### src/rtl/fetch_pkg.sv
// Shared types and constants for the instruction prefetch unit.
package fetch_pkg;

    localparam int unsigned DEPTH_DEFAULT = 4;
    localparam int unsigned BYTE_AW       = 16;
    localparam int unsigned WORD_AW       = 15;

    typedef enum logic [1:0] {
        IDLE,
        REQ,
        DROP
    } state_t;

endpackage

### src/rtl/fetch_fifo.sv
// Prefetch FIFO: registered storage and pointers; flush wins over push and pop.
module fetch_fifo #(
    parameter int unsigned DEPTH = 4,
    parameter int unsigned WIDTH = 17,
    localparam int unsigned AW   = $clog2(DEPTH),
    localparam int unsigned CW   = AW + 1
) (
    input  logic             clk,
    input  logic             rst,
    input  logic             push,
    input  logic [WIDTH-1:0] push_data,
    input  logic             pop,
    input  logic             flush,
    output logic [WIDTH-1:0] head_data,
    output logic [CW-1:0]    count,
    output logic             full,
    output logic             empty
);

    logic [WIDTH-1:0] mem_q [DEPTH];
    logic [WIDTH-1:0] mem_d [DEPTH];
    logic [AW-1:0]    wr_ptr_q, wr_ptr_d;
    logic [AW-1:0]    rd_ptr_q, rd_ptr_d;
    logic [CW-1:0]    count_q, count_d;
    logic             do_push, do_pop;

    assign full  = (count_q == CW'(DEPTH));
    assign empty = (count_q == '0);
    assign count = count_q;
    // Head is forced to zero when empty so stale words never leak out.
    assign head_data = empty ? '0 : mem_q[rd_ptr_q];

    always_comb begin
        do_push  = push && (!full || pop);
        do_pop   = pop && !empty;
        mem_d    = mem_q;
        wr_ptr_d = wr_ptr_q;
        rd_ptr_d = rd_ptr_q;
        count_d  = count_q;
        if (flush) begin
            wr_ptr_d = '0;
            rd_ptr_d = '0;
            count_d  = '0;
        end else begin
            if (do_push) begin
                mem_d[wr_ptr_q] = push_data;
                wr_ptr_d        = wr_ptr_q + AW'(1);
            end
            if (do_pop) begin
                rd_ptr_d = rd_ptr_q + AW'(1);
            end
            count_d = count_q + CW'(do_push) - CW'(do_pop);
        end
    end

    always_ff @(posedge clk or posedge rst) begin
        if (rst) begin
            for (int unsigned i = 0; i < DEPTH; i++) begin
                mem_q[i] <= '0;
            end
            wr_ptr_q <= '0;
            rd_ptr_q <= '0;
            count_q  <= '0;
        end else begin
            mem_q    <= mem_d;
            wr_ptr_q <= wr_ptr_d;
            rd_ptr_q <= rd_ptr_d;
            count_q  <= count_d;
        end
    end

endmodule

### src/rtl/fetch_unit.sv
// Instruction prefetch unit: single-outstanding memory fetcher feeding a FIFO,
// with redirect flush and odd-byte entry tagging.
module fetch_unit
    import fetch_pkg::*;
#(
    parameter int unsigned DEPTH = DEPTH_DEFAULT
) (
    input  logic               clk,
    input  logic               rst,
    output logic               mem_req,
    output logic [WORD_AW-1:0] mem_addr,
    input  logic               mem_ack,
    input  logic [15:0]        mem_data,
    input  logic               redirect,
    input  logic [BYTE_AW-1:0] redirect_ip,
    output logic               instr_valid,
    output logic [15:0]        instr_word,
    output logic               instr_odd,
    input  logic               instr_ready
);

    localparam int unsigned CW = $clog2(DEPTH) + 1;

    state_t             state_q, state_d;
    logic [WORD_AW-1:0] fp_q, fp_d;
    logic               odd_pend_q, odd_pend_d;

    logic               push, pop;
    logic [CW-1:0]      count, occ_after;
    logic               full, empty;
    logic [16:0]        head;

    assign instr_valid = !empty;
    assign pop         = instr_valid && instr_ready;
    assign push        = (state_q == REQ) && mem_ack && !redirect;
    assign occ_after   = count + CW'(push) - CW'(pop);

    fetch_fifo #(
        .DEPTH (DEPTH),
        .WIDTH (17)
    ) u_fifo (
        .clk       (clk),
        .rst       (rst),
        .push      (push),
        .push_data ({odd_pend_q, mem_data}),
        .pop       (pop),
        .flush     (redirect),
        .head_data (head),
        .count     (count),
        .full      (full),
        .empty     (empty)
    );

    always_ff @(posedge clk or posedge rst) begin
        if (rst) begin
            state_q    <= IDLE;
            fp_q       <= '0;
            odd_pend_q <= 1'b0;
        end else begin
            state_q    <= state_d;
            fp_q       <= fp_d;
            odd_pend_q <= odd_pend_d;
        end
    end

    // DROP keeps mem_req high until the stale ack arrives, then restarts at fp.
    always_comb begin
        state_d = state_q;
        unique case (state_q)
            IDLE: begin
                if (!redirect && !full) state_d = REQ;
            end
            REQ: begin
                if (redirect) begin
                    state_d = mem_ack ? REQ : DROP;
                end else if (mem_ack) begin
                    state_d = (occ_after < CW'(DEPTH)) ? REQ : IDLE;
                end
            end
            DROP: begin
                if (mem_ack) state_d = REQ;
            end
            default: state_d = IDLE;
        endcase
    end

    always_comb begin
        fp_d       = fp_q;
        odd_pend_d = odd_pend_q;
        if (redirect) begin
            fp_d       = redirect_ip[BYTE_AW-1:1];
            odd_pend_d = redirect_ip[0];
        end else if (push) begin
            fp_d       = fp_q + WORD_AW'(1);
            odd_pend_d = 1'b0;
        end
    end

    always_comb begin
        mem_req    = (state_q != IDLE);
        mem_addr   = mem_req ? fp_q : '0;
        instr_word = head[15:0];
        instr_odd  = head[16];
    end

endmodule

### config.mk
export PLATFORM = sky130hd
export DESIGN_NAME = fetch_unit
export DESIGN_NICKNAME = d
export VERILOG_FILES = /design/src/rtl/fetch_pkg.sv /design/src/rtl/fetch_fifo.sv /design/src/rtl/fetch_unit.sv
export SDC_FILE = /design/constraint.sdc
export NUM_CORES = 1
export LEC_CHECK = 0
export BUFFER_PORTS_ARGS = -buffer_cell sky130_fd_sc_hd__clkbuf_2
export CORE_ASPECT_RATIO = 0.5
export CORE_MARGIN = 8
export CORE_UTILIZATION = 50
export DETAILED_ROUTE_END_ITERATION = 8
export PLACE_DENSITY = 0.78
export SYNTH_ARGS = -nofsm -noshare
export SYNTH_HDL_FRONTEND = slang
export SYNTH_HIERARCHICAL = 1
export SYNTH_SLANG_ARGS = --single-unit
### constraint.sdc
create_clock -name clk -period 3.4 [get_ports clk]
set_input_delay 0.51 -clock clk [delete_from_list [all_inputs] [get_ports clk]]
set_output_delay 0.51 -clock clk [all_outputs]
set_load 0.02 [all_outputs]
==> impl_metrics.py, run 1 <==
metrics = {
    "run_status": {
        "outcome": "complete, no violations",
    },
    "floorplan": {
        "num_io_pins": 71,
        "fp-row-count": 25,
        "die_h_um": 84.8,
        "die_area_um2": 13000,
        "core_area_um2": 9320,
        "die_w_um": 154,
        "initial_core_util_pct": 50.8,
    },
    "clock_network": {
        "post_cts_buffers": 0,
        "htreeDepth": 3,
        "cts_resized": 0,
        "cts.sinks": 93,
        "cts_made_buffers": 9,
        "cts_root_buf": "clkbuf_16",
        "clk_pin_slew_ns": 0.07,
        "clock_latency_ns": 0.34,
        "cts_tree": "yes",
        "holdBufCountCts": 0,
        "cts_buffer_depth": 2,
    },
    "placement": {
        "dp_hpwl_mm": 6.71,
        "dp_cells": 554,
        "gp_congestion": 0.754,
        "io_buffers": 70,
        "dpl_cell_area_um2": 5260,
    },
    "global_route": {
        "grt_use_met3_pct": 5.32,
        "grt-ovfl-total": 0,
        "top_usage_layer": "met2",
        "antenna_found_initial": 0,
        "grt_pass1_wl_mm": 16.6,
        "grtUsageMet2_pct": 26.8,
        "grt_use_met1_pct": 19.2,
        "grt_pass1_vias": 3250,
        "grt.total_usage_pct": 15.8,
        "grt_max_degree": 48,
    },
    "critical_path": {
        "cp_max_fo": 8,
        "critPathLaunchType": "flip-flop",
        "cp-startpoint": "u_fifo/count[1]",
        "endpoint_kind": "flip-flop",
        "reg2reg_depth": 12,
        "crit_required_ns": 3.65,
        "crit_type": "flip-flop to flip-flop",
        "arrival_ns": 3.06,
        "r2r-start": "u_fifo/count[1]",
    },
    "yosys": {
        "syn_inst": 371,
        "synth-seq-area-share_pct": 49.2,
        "synth_cell_type_count": 46,
        "yosysWarnings": 6,
        "async_flop_share_pct": 100,
        "synth_enable_flop_cells": 0,
        "netlist_area_um2": 4730,
        "syn_avg_cell_area_um2": 12.8,
        "ys_ff_latch": 93,
        "synth_nets": 418,
        "ys.flop_type": "dfrtp_1",
    },
    "layout": {
        "final_layout_size_suffix_gt1_share_pct": 37.4,
        "area_growth_pct": 18.2,
        "antennaDiodeCount": 0,
        "fillers": 759,
        "layoutNonFillerInstCount": 570,
        "design_area_um2": 5600,
        "nets": 491,
    },
    "flow_run": {
        "maxCapViolations": 0,
    },
    "drt": {
        "vias_per_cell": 5.41,
        "antenna_left": 0,
        "drt_wl_total_mm": 9.92,
        "via_count": 3085,
        "first_iter_violations": 159,
        "drcViolationCount": 0,
        "wire_per_inst_um": 17.4,
        "dr.pass1.iters": 5,
    },
    "timing": {
        "clock_skew_ns": 0.0132,
        "post-route-period-util_pct": 82.7,
        "hold_viol_final": 0,
        "worst_pin_slew_ns": 0.705,
        "setup_tns_ns": 0,
        "rsz0062_at_grt": "no",
        "slew_violations": 0,
        "fmax_mhz": 356,
        "min_period_ns": 2.81,
        "slew-limit-headroom_pct": 53.0,
        "setup_viol_count_final": 0,
    },
    "pwr": {
        "ir_drop_mv": 0.272,
        "power.density_nw_per_um2": 713,
        "power.total_uw": 3990,
        "p_leak_uw": 0.00265,
    },
    "min_path": {
        "min_path_type": "input port to async pin",
    },
}
==> routing by layer <==
layer	share of wire, %	wire, µm	up-vias
met5	0	0	-
met4	0.80	79	0
met3	5.5	546	8
met2	48	4780	68
met1	46	4520	1549
li1	-	-	1460
==> state kept, by name, summed over array words and instances, names as in the netlist <==
| register | cells |
|---|---|
| u_fifo/rd_ptr_q | 2 |
| fp_q | 15 |
| u_fifo/count | 3 |
| odd_pend_q | 1 |
| u_fifo/wr_ptr_q | 2 |
| u_fifo/mem_q | 68 |
| state_q | 2 |
==> cell usage in the layout (no fill, tap or decap), drive strengths merged, types with 2 or more instances in the layout <==
cell	instances
dfrtp	93
clkbuf	81
mux2	69
nor2b	34
nand2	19
inv	18
o21ai	17
mux4	17
buf	12
nor2	11
xor2	10
ha	9
a31oi	6
nand3	6
or3	5
xnor2	3
nand2b	3
nor4bb	3
nand4	3
nor3	3
and4b	2
and2	2
and3	2
o31a	2
a21oi	2
bufinv	2
and4	2
==> path summary, 6_finish.rpt <==
check	slack (ns)	end
min reg2reg	0.48	u_fifo/mem_q[7]
max	0.59	u_fifo/count[2]
min in group clk	0.38	fp_q[10]
max in group asynchronous	2.56	u_fifo/mem_q[20]
min	0.05	u_fifo/wr_ptr_q[1]
max reg2reg	0.59	u_fifo/count[2]
==> worst max-delay path: stages, from the launching register on <==
cell and delay, ns:
dfrtp_1 0.51, nor3_2 0.25, nor2b_1 0.14, nor4b_4 0.32
nand2b_1 0.21, ha_1 0.24, inv_1 0.05, ha_1 0.13
inv_1 0.05, fa_1 0.36, xor2_1 0.16, and2_1 0.18
nor3_1 0.11
==> layout make-up <==
cell class	instances	area (µm²)	area share, %
timing repair buffer	82	440	7.87
clock buffer	11	253	4.52
tap	121	151	2.71
multi-input combinational	242	2280	40.7
sequential	93	2330	41.6
inverter	16	60.1	1.07
clock inverter	5	87.6	1.56
==> cell families after synthesis <==
family                     synth area share, %
adders and majority gates                 2.80
DFF                                       49.2
AOI/OAI and AO/OA                         3.89
buffers and inverters                     3.81
muxes                                     24.7
xor gates and xnor gates                  2.40
and+or+nand+nor                           13.2
==> Yosys cell counts (3+ instances only) <==
| cell type | count | area, µm² |
|---|---|---|
| o21ai_0 | 17 | 85.1 |
| inv_1 | 16 | 60.1 |
| buf_2 | 6 | 30.0 |
| nor4bb_1 | 3 | 30.0 |
| nand2_1 | 19 | 71.3 |
| nand3_1 | 5 | 25.0 |
| buf_6 | 4 | 45.0 |
| dfrtp_1 | 93 | 2330 |
| xor2_1 | 10 | 87.6 |
| nand2b_1 | 3 | 18.8 |
| mux2_1 | 28 | 315 |
| mux2_2 | 41 | 462 |
| mux4_2 | 17 | 383 |
| nor2_1 | 11 | 41.3 |
| or3_1 | 5 | 31.3 |
| ha_1 | 9 | 113 |
| a31oi_1 | 6 | 37.5 |
| clkbuf_1 | 6 | 22.5 |
| xnor2_1 | 3 | 26.3 |
| nor2b_1 | 34 | 213 |
==> per-stage QoR <==
step | util [%] | hold slack [ns] | setup slack [ns]
final | 60.0 | 0.0477 | 0.590
after global routing | 60.0 | 0.0407 | 0.396
after CTS | 60.0 | 0.0416 | 0.571
after detailed placement | 56.4 | 0.405 | 0.443
after global placement | 56.4 | 0.406 | 0.569
after floorplan | - | 0.449 | 0.328
==> report_power, final <==
part | total (µW) | internal [µW] | switching [µW]
sequential | 1540 | 1360 | 177
clock | 1130 | 692 | 433
combinational | 1320 | 628 | 697
(Power assumes the default switching activity.)
==> run 2, diff against run 1 <==
==> constraint.sdc (replaced) <==
create_clock -name clk -period 2.6 [get_ports clk]
set_input_delay 0.39 -clock clk [delete_from_list [all_inputs] [get_ports clk]]
set_output_delay 0.39 -clock clk [all_outputs]
set_load 0.02 [all_outputs]
==> run 2 against run 1 <==
Against the previous run:
- hold slack better by 0.075 ns
- count of clock-buffer cells in the layout decreased by 2
- non-clock buffer count rose by 8
- fmax rose by 16%
- global-route usage fell by 0.24 points
- core utilization rose by 1.1 points
- combinational power is 39% higher
- clock skew decreased by 0.0095 ns
- sequential share of layout area fell by 0.69 points
- design area increased by 1.8%
- flip-flop and latch count unchanged
- largest power group unchanged
- highest routed layer unchanged
==> impl_metrics.py, run 2 (synthesis results as in run 1) <==
metrics = {
    "drt": {
        "wl_met2_mm": 4.60,
        "met3_length_um": 391,
        "wire_per_inst_um": 16.7,
        "drt-met1-wl_mm": 4.57,
        "drt_wl_total_mm": 9.64,
        "antenna_left": 0,
        "drcViolationCount": 0,
        "first_iter_violations": 120,
        "vias_per_cell": 5.32,
        "dr.pass1.iters": 4,
        "highest_layer": "met4",
        "via_count": 3074,
    },
    "pwr": {
        "intPower_uw": 3430,
        "p_leak_uw": 0.00270,
        "seq_power_share_pct": 38.3,
        "p_sw_share_pct": 33.9,
        "power.density_nw_per_um2": 911,
        "clock_power_share_pct": 26.4,
        "switchingPower_uw": 1760,
        "ir_drop_mv": 0.441,
        "pwr-share-comb_pct": 35.4,
    },
    "timing": {
        "setup_viol_count_final": 0,
        "slew_violations": 0,
        "clock_skew_ns": 0.00371,
        "rsz0062_at_grt": "no",
        "hold_viol_final": 0,
        "slew-limit-headroom_pct": 51.9,
        "worst_pin_slew_ns": 0.721,
        "post-route-period-util_pct": 93.5,
        "worst_slack_ns": 0.168,
        "fmax_mhz": 411,
        "min_period_ns": 2.43,
    },
    "global_route": {
        "grt.total_usage_pct": 15.6,
        "grt_max_degree": 76,
        "grt-ovfl-total": 0,
        "antenna_found_initial": 0,
        "grt_pass1_vias": 3279,
        "grt_pass1_wl_mm": 16.3,
    },
    "layout": {
        "antennaDiodeCount": 0,
        "area_growth_pct": 20.3,
        "final_common_cell": "dfrtp_1",
        "largest_register_ffs": 68,
        "regMostFlops": "u_fifo/mem_q",
        "design_area_um2": 5700,
        "final_cell_mix": "91 x dfrtp_1, 70 x clkbuf_2, 41 x mux2_2",
        "fillers": 740,
        "nets": 499,
        "fin_util_pct": 61.1,
        "final_layout_size_suffix_gt1_share_pct": 39.6,
    },
    "clock_network": {
        "cts_buffer_depth": 2,
        "holdBufCountCts": 0,
        "cts_tree": "yes",
        "cts_made_buffers": 9,
        "clock_latency_ns": 0.34,
        "clk_pin_slew_ns": 0.07,
        "cts.sinks": 93,
        "cts_root_buf": "clkbuf_16",
        "htreeDepth": 3,
    },
    "floorplan": {
        "die_area_um2": 13000,
        "fp-row-count": 25,
        "core_area_um2": 9320,
        "die_h_um": 84.8,
        "die_w_um": 154,
        "num_io_pins": 71,
        "initial_core_util_pct": 50.8,
    },
    "placement": {
        "place_ws_ns": 0.0531,
        "gp_congestion": 0.743,
        "dp_hpwl_mm": 6.72,
        "dpl_cell_area_um2": 5370,
        "io_buffers": 70,
    },
    "flow_run": {
        "maxCapViolations": 0,
    },
    "min_path": {
        "min_path_type": "input port to async pin",
    },
    "critical_path": {
        "path_cells": "nor3_4 > nor2b_4 > nor4b_4 > nand2b_4 > ha_1 > inv_1 > ha_1 > inv_1 > fa_2 > xor2_1 > and2_1 > nor3_1",
        "critPathLaunchType": "flip-flop",
        "cpLargestDelayFamily": "simple AND/OR/NAND/NOR gates",
        "cp.buffers_inverters": 2,
        "arrival_ns": 2.69,
        "crit_slowest_cell": "dfrtp_1",
        "crit_required_ns": 2.86,
        "crit_type": "flip-flop to flip-flop",
        "endpoint_kind": "flip-flop",
        "regToRegSetupSlack_ns": 0.17,
        "critPathMaxStageDelay_ns": 0.41,
        "cp_max_fo": 4,
    },
    "run_status": {
        "outcome": "complete, no violations",
    },
}
run 2: cell count changes in the layout (fill, tap and decap cells not counted), moves of 2 or more:
cell,before,now
buf_4,12,17
buf_12,0,3
clkbuf_8,2,0
dfrtp_1,93,91
dfrtp_2,0,2
run 2: what timing repair did:
| item | CTS | global route |
|---|---|---|
| setup buffers | 0 | 0 |
| resized for setup | 0 | 1 |
| endpoints found under the setup margin | 0 | 1 |
run 2: power by group through the flow:
| stage | Combinational, µW | Clock, µW | Sequential [µW] |
|---|---|---|---|
| 2_1_floorplan | 1330 | 0 | 1960 |
| 3_3_place_gp | 1810 | 0 | 1990 |
| 3_5_place_dp | 1850 | 0 | 2000 |
| 4_1_cts | 1860 | 1400 | 1980 |
| 5_1_grt | 2000 | 1470 | 2030 |
| 6_report | 1840 | 1370 | 1990 |
run 2: worst paths after layout:
check / startpoint / end / cells past startpoint
worst max-delay path: u_fifo/count[2] / u_fifo/count[2] / 12
worst min-delay path: rst / u_fifo/mem_q[49] / 3
worst max register to register: u_fifo/count[2] / u_fifo/count[2] / 12
worst min register to register: u_fifo/mem_q[9] / u_fifo/mem_q[9] / 1
max in group asynchronous: rst / state_q[1] / 2
min in group clk: redirect_ip[6] / fp_q[5] / 3
run 2: metal layers:
metal / up-vias / GRT usage [%]
li1: 1476 / -
met1: 1533 / 20.5
met2: 59 / 24.7
met3: 6 / 4.71
met4: 0 / 4.24
met5: - / 0
run 2: stage by stage:
stage	power, µW	TNS [ns]	hold WS, ns	instances
final	5190	0	0.123	578
after floorplan	3280	-0.0457	0.329	371
after detailed placement	3860	0	0.469	562
after global routing	5500	0	0.156	578
after CTS	5240	0	0.139	578
after global placement	3790	0	0.463	562
run 2: worst min-delay path, delay by kind of cell:
family	cells	cell delay, ns
buffers and inverters	3	0.49
run 2: layout make-up:
class / instances / area [µm²] / area share (%)
flip-flops and latches: 93 / 2330 / 40.9
well taps: 121 / 151 / 2.66
clock buffers: 9 / 225 / 3.95
repair buffers: 90 / 538 / 9.44
inverters: 16 / 60.1 / 1.05
clock inverters: 7 / 91.3 / 1.60
multi-input cells: 242 / 2300 / 40.4
